## src/rtl/hazard_issue_ctrl.sv

```systemverilog
// Purpose: ID/EX interlock - register scoreboard (RAW/WAW), multiplier sequencing, post-redirect flush window.
// Latency: issue_out/stall_out are combinational in the ID cycle; scoreboard, mul_busy and flush update on the next edge.
// Backpressure: stall_out holds PC and IF/ID while a hazard or the multiplier blocks issue; flush_out bubbles IF/ID and ID/EX.
module hazard_issue_ctrl #(
  parameter int NREG      = 16,
  parameter int AW        = 4,
  parameter int MUL_LAT   = 3,
  parameter int FLUSH_CYC = 2,
  parameter int ZERO_REG  = 1
) (
  input  logic            clk_in,
  input  logic            rst_n_in,
  input  logic            id_valid_in,
  input  logic [AW-1:0]   id_rs1_in,
  input  logic            id_rs1_use_in,
  input  logic [AW-1:0]   id_rs2_in,
  input  logic            id_rs2_use_in,
  input  logic [AW-1:0]   id_rd_in,
  input  logic            id_wen_in,
  input  logic            id_mul_in,
  input  logic            redirect_in,
  input  logic            wb_wen_in,
  input  logic [AW-1:0]   wb_rd_in,
  output logic            issue_out,
  output logic            stall_out,
  output logic            flush_out,
  output logic            mul_busy_out,
  output logic [NREG-1:0] pending_out
);

  // Counter widths sized to hold LAT-1, never narrower than one bit.
  localparam int MCW = (MUL_LAT   > 2) ? $clog2(MUL_LAT)   : 1;
  localparam int FCW = (FLUSH_CYC > 2) ? $clog2(FLUSH_CYC) : 1;

  typedef enum logic [0:0] {
    ST_IDLE  = 1'b0,
    ST_FLUSH = 1'b1
  } state_e;

  state_e           state_q, state_d;
  logic [FCW-1:0]   flush_cnt_q, flush_cnt_d;
  logic [MCW-1:0]   mul_cnt_q, mul_cnt_d;
  logic [NREG-1:0]  pend_q, pend_d;

  logic [NREG-1:0]  clr_vec;
  logic [NREG-1:0]  set_vec;
  logic [NREG-1:0]  pend_eff;
  logic             rs1_hit;
  logic             rs2_hit;
  logic             rd_hit;
  logic             mul_busy;
  logic             haz;
  logic             idle_slot;

  // Writeback clear vector and the scoreboard as seen by ID: a register
  // committing this cycle is already bypassed, so it no longer blocks.
  always_comb begin
    clr_vec  = '0;
    pend_eff = '0;
    for (int r = 0; r < NREG; r++) begin
      clr_vec[r]  = wb_wen_in && (wb_rd_in == AW'(r));
      pend_eff[r] = pend_q[r] && !clr_vec[r];
      if ((ZERO_REG != 0) && (r == 0)) begin
        pend_eff[r] = 1'b0;
      end
    end
  end

  // Hazard detection: source RAW, destination WAW, and ALU occupied by the multiplier.
  always_comb begin
    rs1_hit   = id_rs1_use_in && pend_eff[id_rs1_in];
    rs2_hit   = id_rs2_use_in && pend_eff[id_rs2_in];
    rd_hit    = id_wen_in     && pend_eff[id_rd_in];
    mul_busy  = (mul_cnt_q != '0);
    haz       = id_valid_in && (rs1_hit || rs2_hit || rd_hit || mul_busy);
    // Redirect outranks the flush window, which outranks data hazards.
    idle_slot = id_valid_in && !redirect_in && (state_q == ST_IDLE);
    issue_out = idle_slot && !haz;
    stall_out = idle_slot && haz;
  end

  // Scoreboard next state: clear on writeback, then set on issue so a same-cycle set wins.
  always_comb begin
    set_vec = '0;
    for (int r = 0; r < NREG; r++) begin
      set_vec[r] = issue_out && id_wen_in && (id_rd_in == AW'(r));
      if ((ZERO_REG != 0) && (r == 0)) begin
        set_vec[r] = 1'b0;
      end
    end
    pend_d = (pend_q & ~clr_vec) | set_vec;
  end

  // Multiplier occupancy: reload on MUL issue, otherwise count down to zero.
  always_comb begin
    mul_cnt_d = mul_cnt_q;
    if (issue_out && id_mul_in) begin
      mul_cnt_d = MCW'(MUL_LAT - 1);
    end else if (mul_cnt_q != '0) begin
      mul_cnt_d = mul_cnt_q - MCW'(1);
    end
  end

  // Flush FSM next state: any redirect (re)starts the window; otherwise drain it.
  always_comb begin
    state_d     = state_q;
    flush_cnt_d = flush_cnt_q;
    if (redirect_in) begin
      state_d     = ST_FLUSH;
      flush_cnt_d = FCW'(FLUSH_CYC - 1);
    end else if (state_q == ST_FLUSH) begin
      if (flush_cnt_q == '0) begin
        state_d = ST_IDLE;
      end else begin
        flush_cnt_d = flush_cnt_q - FCW'(1);
      end
    end
  end

  // State registers; reset discards every outstanding write, MUL and flush.
  always_ff @(posedge clk_in or negedge rst_n_in) begin
    if (!rst_n_in) begin
      state_q     <= ST_IDLE;
      flush_cnt_q <= '0;
      mul_cnt_q   <= '0;
      pend_q      <= '0;
    end else begin
      state_q     <= state_d;
      flush_cnt_q <= flush_cnt_d;
      mul_cnt_q   <= mul_cnt_d;
      pend_q      <= pend_d;
    end
  end

  // Registered status outputs.
  always_comb begin
    flush_out    = (state_q == ST_FLUSH);
    mul_busy_out = mul_busy;
    pending_out  = pend_q;
  end

`ifndef SYNTHESIS
  // Issue and stall are mutually exclusive by construction.
  a_issue_stall_excl: assert property (@(posedge clk_in) disable iff (!rst_n_in)
    !(issue_out && stall_out));
  // A hardwired zero register must never appear pending.
  a_zero_never_pending: assert property (@(posedge clk_in) disable iff (!rst_n_in)
    (ZERO_REG == 0) || !pend_q[0]);
`endif

endmodule
```

## config.mk

```make
export PLATFORM = sky130hd
export DESIGN_NAME = hazard_issue_ctrl
export DESIGN_NICKNAME = d
export VERILOG_FILES = /design/src/rtl/hazard_issue_ctrl.sv
export SDC_FILE = /design/constraint.sdc
export NUM_CORES = 1
export LEC_CHECK = 0
export ABC_AREA = 1
export BUFFER_PORTS_ARGS = -buffer_cell sky130_fd_sc_hd__buf_4
export CORE_MARGIN = 5
export CORE_UTILIZATION = 54
export CTS_BUF_LIST = sky130_fd_sc_hd__clkbuf_4
export CTS_CLUSTER_DIAMETER = 100
export DETAILED_ROUTE_END_ITERATION = 10
export GPL_TIMING_DRIVEN = 0
export PLACE_DENSITY_LB_ADDON = 0.08
export SLEW_MARGIN = 30
export SYNTH_ARGS = -nofsm -noshare
export SYNTH_HDL_FRONTEND = slang
export SYNTH_SLANG_ARGS = --single-unit
export TNS_END_PERCENT = 10
```

## constraint.sdc

```tcl
create_clock -name clk_in -period 1.8 [get_ports clk_in]
set_clock_uncertainty 0.2 [all_clocks]
set_input_delay 0 -clock clk_in [delete_from_list [all_inputs] [get_ports clk_in]]
set_output_delay 0 -clock clk_in [all_outputs]
set_load 0.05 [all_outputs]
```

==> impl_results.md <==
- Fmax: between 400 and 500 MHz
- Crit-path slowest cell: dfrtp_2
- MaxCap Viol Count: 0
- First-pass GRT wire length: 9.80 mm
- Detailed placement HPWL: roughly 4.0 mm
- Global route overflow: 0
- Unique masters post-synth: 26
- Final setup margin: -0.396 ns
- CP Data Required Time: roughly 1.6 ns
- Most frequent CP cell: nand2_1
- Boundary Pins: 45
- Sequential fraction of the synthesis area: 0.309
- Die area: roughly 0.0042 mm²
- R2R depth: 13
- Flops & latches, synth: 20
- Cell taking the most area after synthesis: dfrtp_1
- Crit Path Max Fanout: 4
- CP peak stage delay: ~0.46 ns
- Tmin final: 2.20 ns
- Via count: 2326
- Finished layout cell area: 0.00237 mm²
- Gr usage total: 0.294
- Fin cells: about 370
- Initial DRT Pass Iterations: 8
- RR Endpoint: pending_out[6]$_DFF_PN0_
- Failing checks: hold timing, setup timing
- Yosys top cell area share: 0.309
- DR WL/cell: roughly 17 µm
- N_diodes: 0
- Port Buf Inserts: 43
- Die width: 64.8 µm
- Gpl congestion: a little under 1
- Nets: ~370
- Multi-input logic area: ~1000 µm²
- Worst-path clk slew: roughly 0.13 ns
- Clock sinks: 20
- Row count: 19
- Reg area: about 510 µm²
- Status: finished with violations
- CTS tree: done
- Antenna violations before repair: 0
- Most frequent cells in the layout: nand3_1, nand2_1, buf_4
- CTS HTree Levels: 1
- Worst-margin pin slew: 0.517 ns
- Net count after synthesis: between 200 and 300
- Syn Inst Count: approximately 260
- Initial Utilization: 0.577
- # DRC: 0
- DR vias/cell: ~6.3
- Commonest non-fill, non-tap cell in the layout: nand3_1
- Nature of the critical path startpoint: register
- Drt first-iter violations: roughly 340
- RSZ-0062 raised after global routing: yes
- Max-slew headroom at the worst pin: 0.654
- CTS buffer count: 3
- Root Buffer: clkbuf_4
- Total core area: approximately 0.0028 mm²
- Worst Hold Class: in2reg
- CP Cell Sequence: nand2_1, nand2_1, nand2_1, nor2_1, nor2_1, nor2_2, buf_4, a21oi_1, nand4_1, inv_1, buf_6
- Arr. time, crit path: around 2.0 ns
- WS Path Type: reg2out
- Leak: between 1 and 1.5 nW
- PD cells: 603 mW/mm²
- Die H: approximately 65 µm
- WP depth: 11
- Slew Viols, Final: 0
- Average size of a mapped cell: just over 6 µm²
- Clock Tree Buf Depth: 2
- Setup crit end: issue_out
- Remaining antenna violation count: 0
- Routed wire length: 6.37 mm
- FF-to-FF setup slack: -0.26 ns
- Synth area leaders: dfrtp_1, nand3_1, nand2_1
- Tcrit/Tclk final: 1.22
- Largest net degree at the start of global routing: 21
- # setup viols final: 19
- CP delay by family, top: simple AND/OR/NAND/NOR gates
- Ys Warns: 0
- Peak VDD IR: roughly 0.00050 V
- R2r startpoint: pending_out[7]$_DFF_PN0_
- Placed Instances: approximately 340
- Synth Cell Area: 0.00162 mm²
- Fillers: between 150 and 200
- Worst hold slack: -0.0555 ns
- Final Hold Viols: 5
- Worst-Skew Late Latency: between 0.3 and 0.4 ns
- Crit end category: primary output
- Buffers and inverters on the worst path: 3
- Proportion of layout cells with a drive suffix above 1: 0.247
- Synth-to-layout area growth: 46.4%
- Area after DPL: around 0.0020 mm²
- Setup crit start: pending_out[7]$_DFF_PN0_
- Vias in the first global route: 2085
state kept, by name, summed over array words and instances, names as in the netlist:
name         cells
pending_out     16
mul_cnt_q        2
flush_cnt_q      1
flush_out        1
stage by stage:
stage               setup WS (ns)  total power [mW]  TNS [ns]  hold WS (ns)   util
finish                     -0.396              1.43     -3.58       -0.0555  0.845
global route               -0.453              1.50     -4.89       -0.0417  0.845
CTS                        -0.365              1.38     -2.83       -0.0963  0.833
detailed placement         -0.181              1.07     -1.54        -0.307  0.715
global placement           -0.143              1.06     -1.41        -0.309  0.715
floorplan                  -0.116             0.894    -0.610        -0.496      -
what timing repair did:
action | CTS | global route
buffers inserted | 3 | 2
gates resized for setup | 6 | 5
setup endpoints to repair | 17 | 19
hold buffers | 25 | 1
pin swaps | 7 | 6
endpoints found under the hold margin | 40 | 5
cell usage after synthesis (all sizes together):
master,number
a21boi,1
a21oi,1
buf,4
clkbuf,1
clkinv,1
dfrtp,20
ha,1
inv,37
nand2,63
nand3,71
nand3b,1
nand4,17
nor2,35
nor3,1
o211ai,1
o21ai,5
o21bai,1
xor2,1
power breakdown:
| part | internal (mW) | leakage, nW | switching, mW | total, mW |
|---|---|---|---|---|
| Sequential | 0.491 | 0.252 | 0.0279 | 0.519 |
| Clock | 0.102 | 0.0184 | 0.153 | 0.255 |
| Combinational | 0.257 | 0.932 | 0.397 | 0.654 |
| Total | 0.850 | 1.20 | 0.578 | 1.43 |
kinds of logic after synthesis:
family | share of synthesized area
adder cells (fa/ha/maj) | 0.00773
buffers and inverters | 0.108
AND/OR/NAND/NOR | 0.537
XOR/XNOR | 0.00541
AO/OA/AOI/OAI | 0.0325
flip-flops | 0.309
cell type report:
| cell class | instances | share of cell area |
|---|---|---|
| Multi-Input combinational cell | 199 | 0.417 |
| Timing Repair Buffer | 74 | 0.265 |
| Sequential cell | 20 | 0.216 |
| Inverter | 38 | 0.0602 |
| Tap cell | 31 | 0.0164 |
| Buffer | 5 | 0.0137 |
| Clock buffer | 4 | 0.0127 |
how the worst min path moves through the flow:
stage | start | to | slack, ns | cells past startpoint
after floorplan | rst_n_in | flush_cnt_q$_DFFE_PN0P_ | -0.50 | 0
after global placement | rst_n_in | pending_out[8]$_DFF_PN0_ | -0.31 | 1
after detailed placement | rst_n_in | pending_out[8]$_DFF_PN0_ | -0.31 | 1
after CTS | id_valid_in | pending_out[5]$_DFF_PN0_ | -0.1 | 5
after global routing | id_valid_in | pending_out[5]$_DFF_PN0_ | -0.04 | 5
final | id_valid_in | pending_out[5]$_DFF_PN0_ | -0.06 | 5
worst reg2reg max path: stages, from the launching register on:
cell and delay (ns):
dfrtp_2 0.46, nand2_1 0.12, nand2_1 0.07, nand2_1 0.09, nor2_1 0.05, nor2_1 0.14, nor2_2 0.08, nand2_2 0.06
nand3_2 0.08, nor2_4 0.14, buf_6 0.13, buf_4 0.16, nand4_1 0.12, nand2_1 0.09
metal layers:
layer,vias to the layer above,GRT usage,part of all wire
met5,-,0,0
met4,0,0.129,0.070
met3,70,0.0484,0.13
met2,229,0.493,0.44
met1,1002,0.373,0.36
li1,1025,-,-
Power figures use the tool's default switching activity.
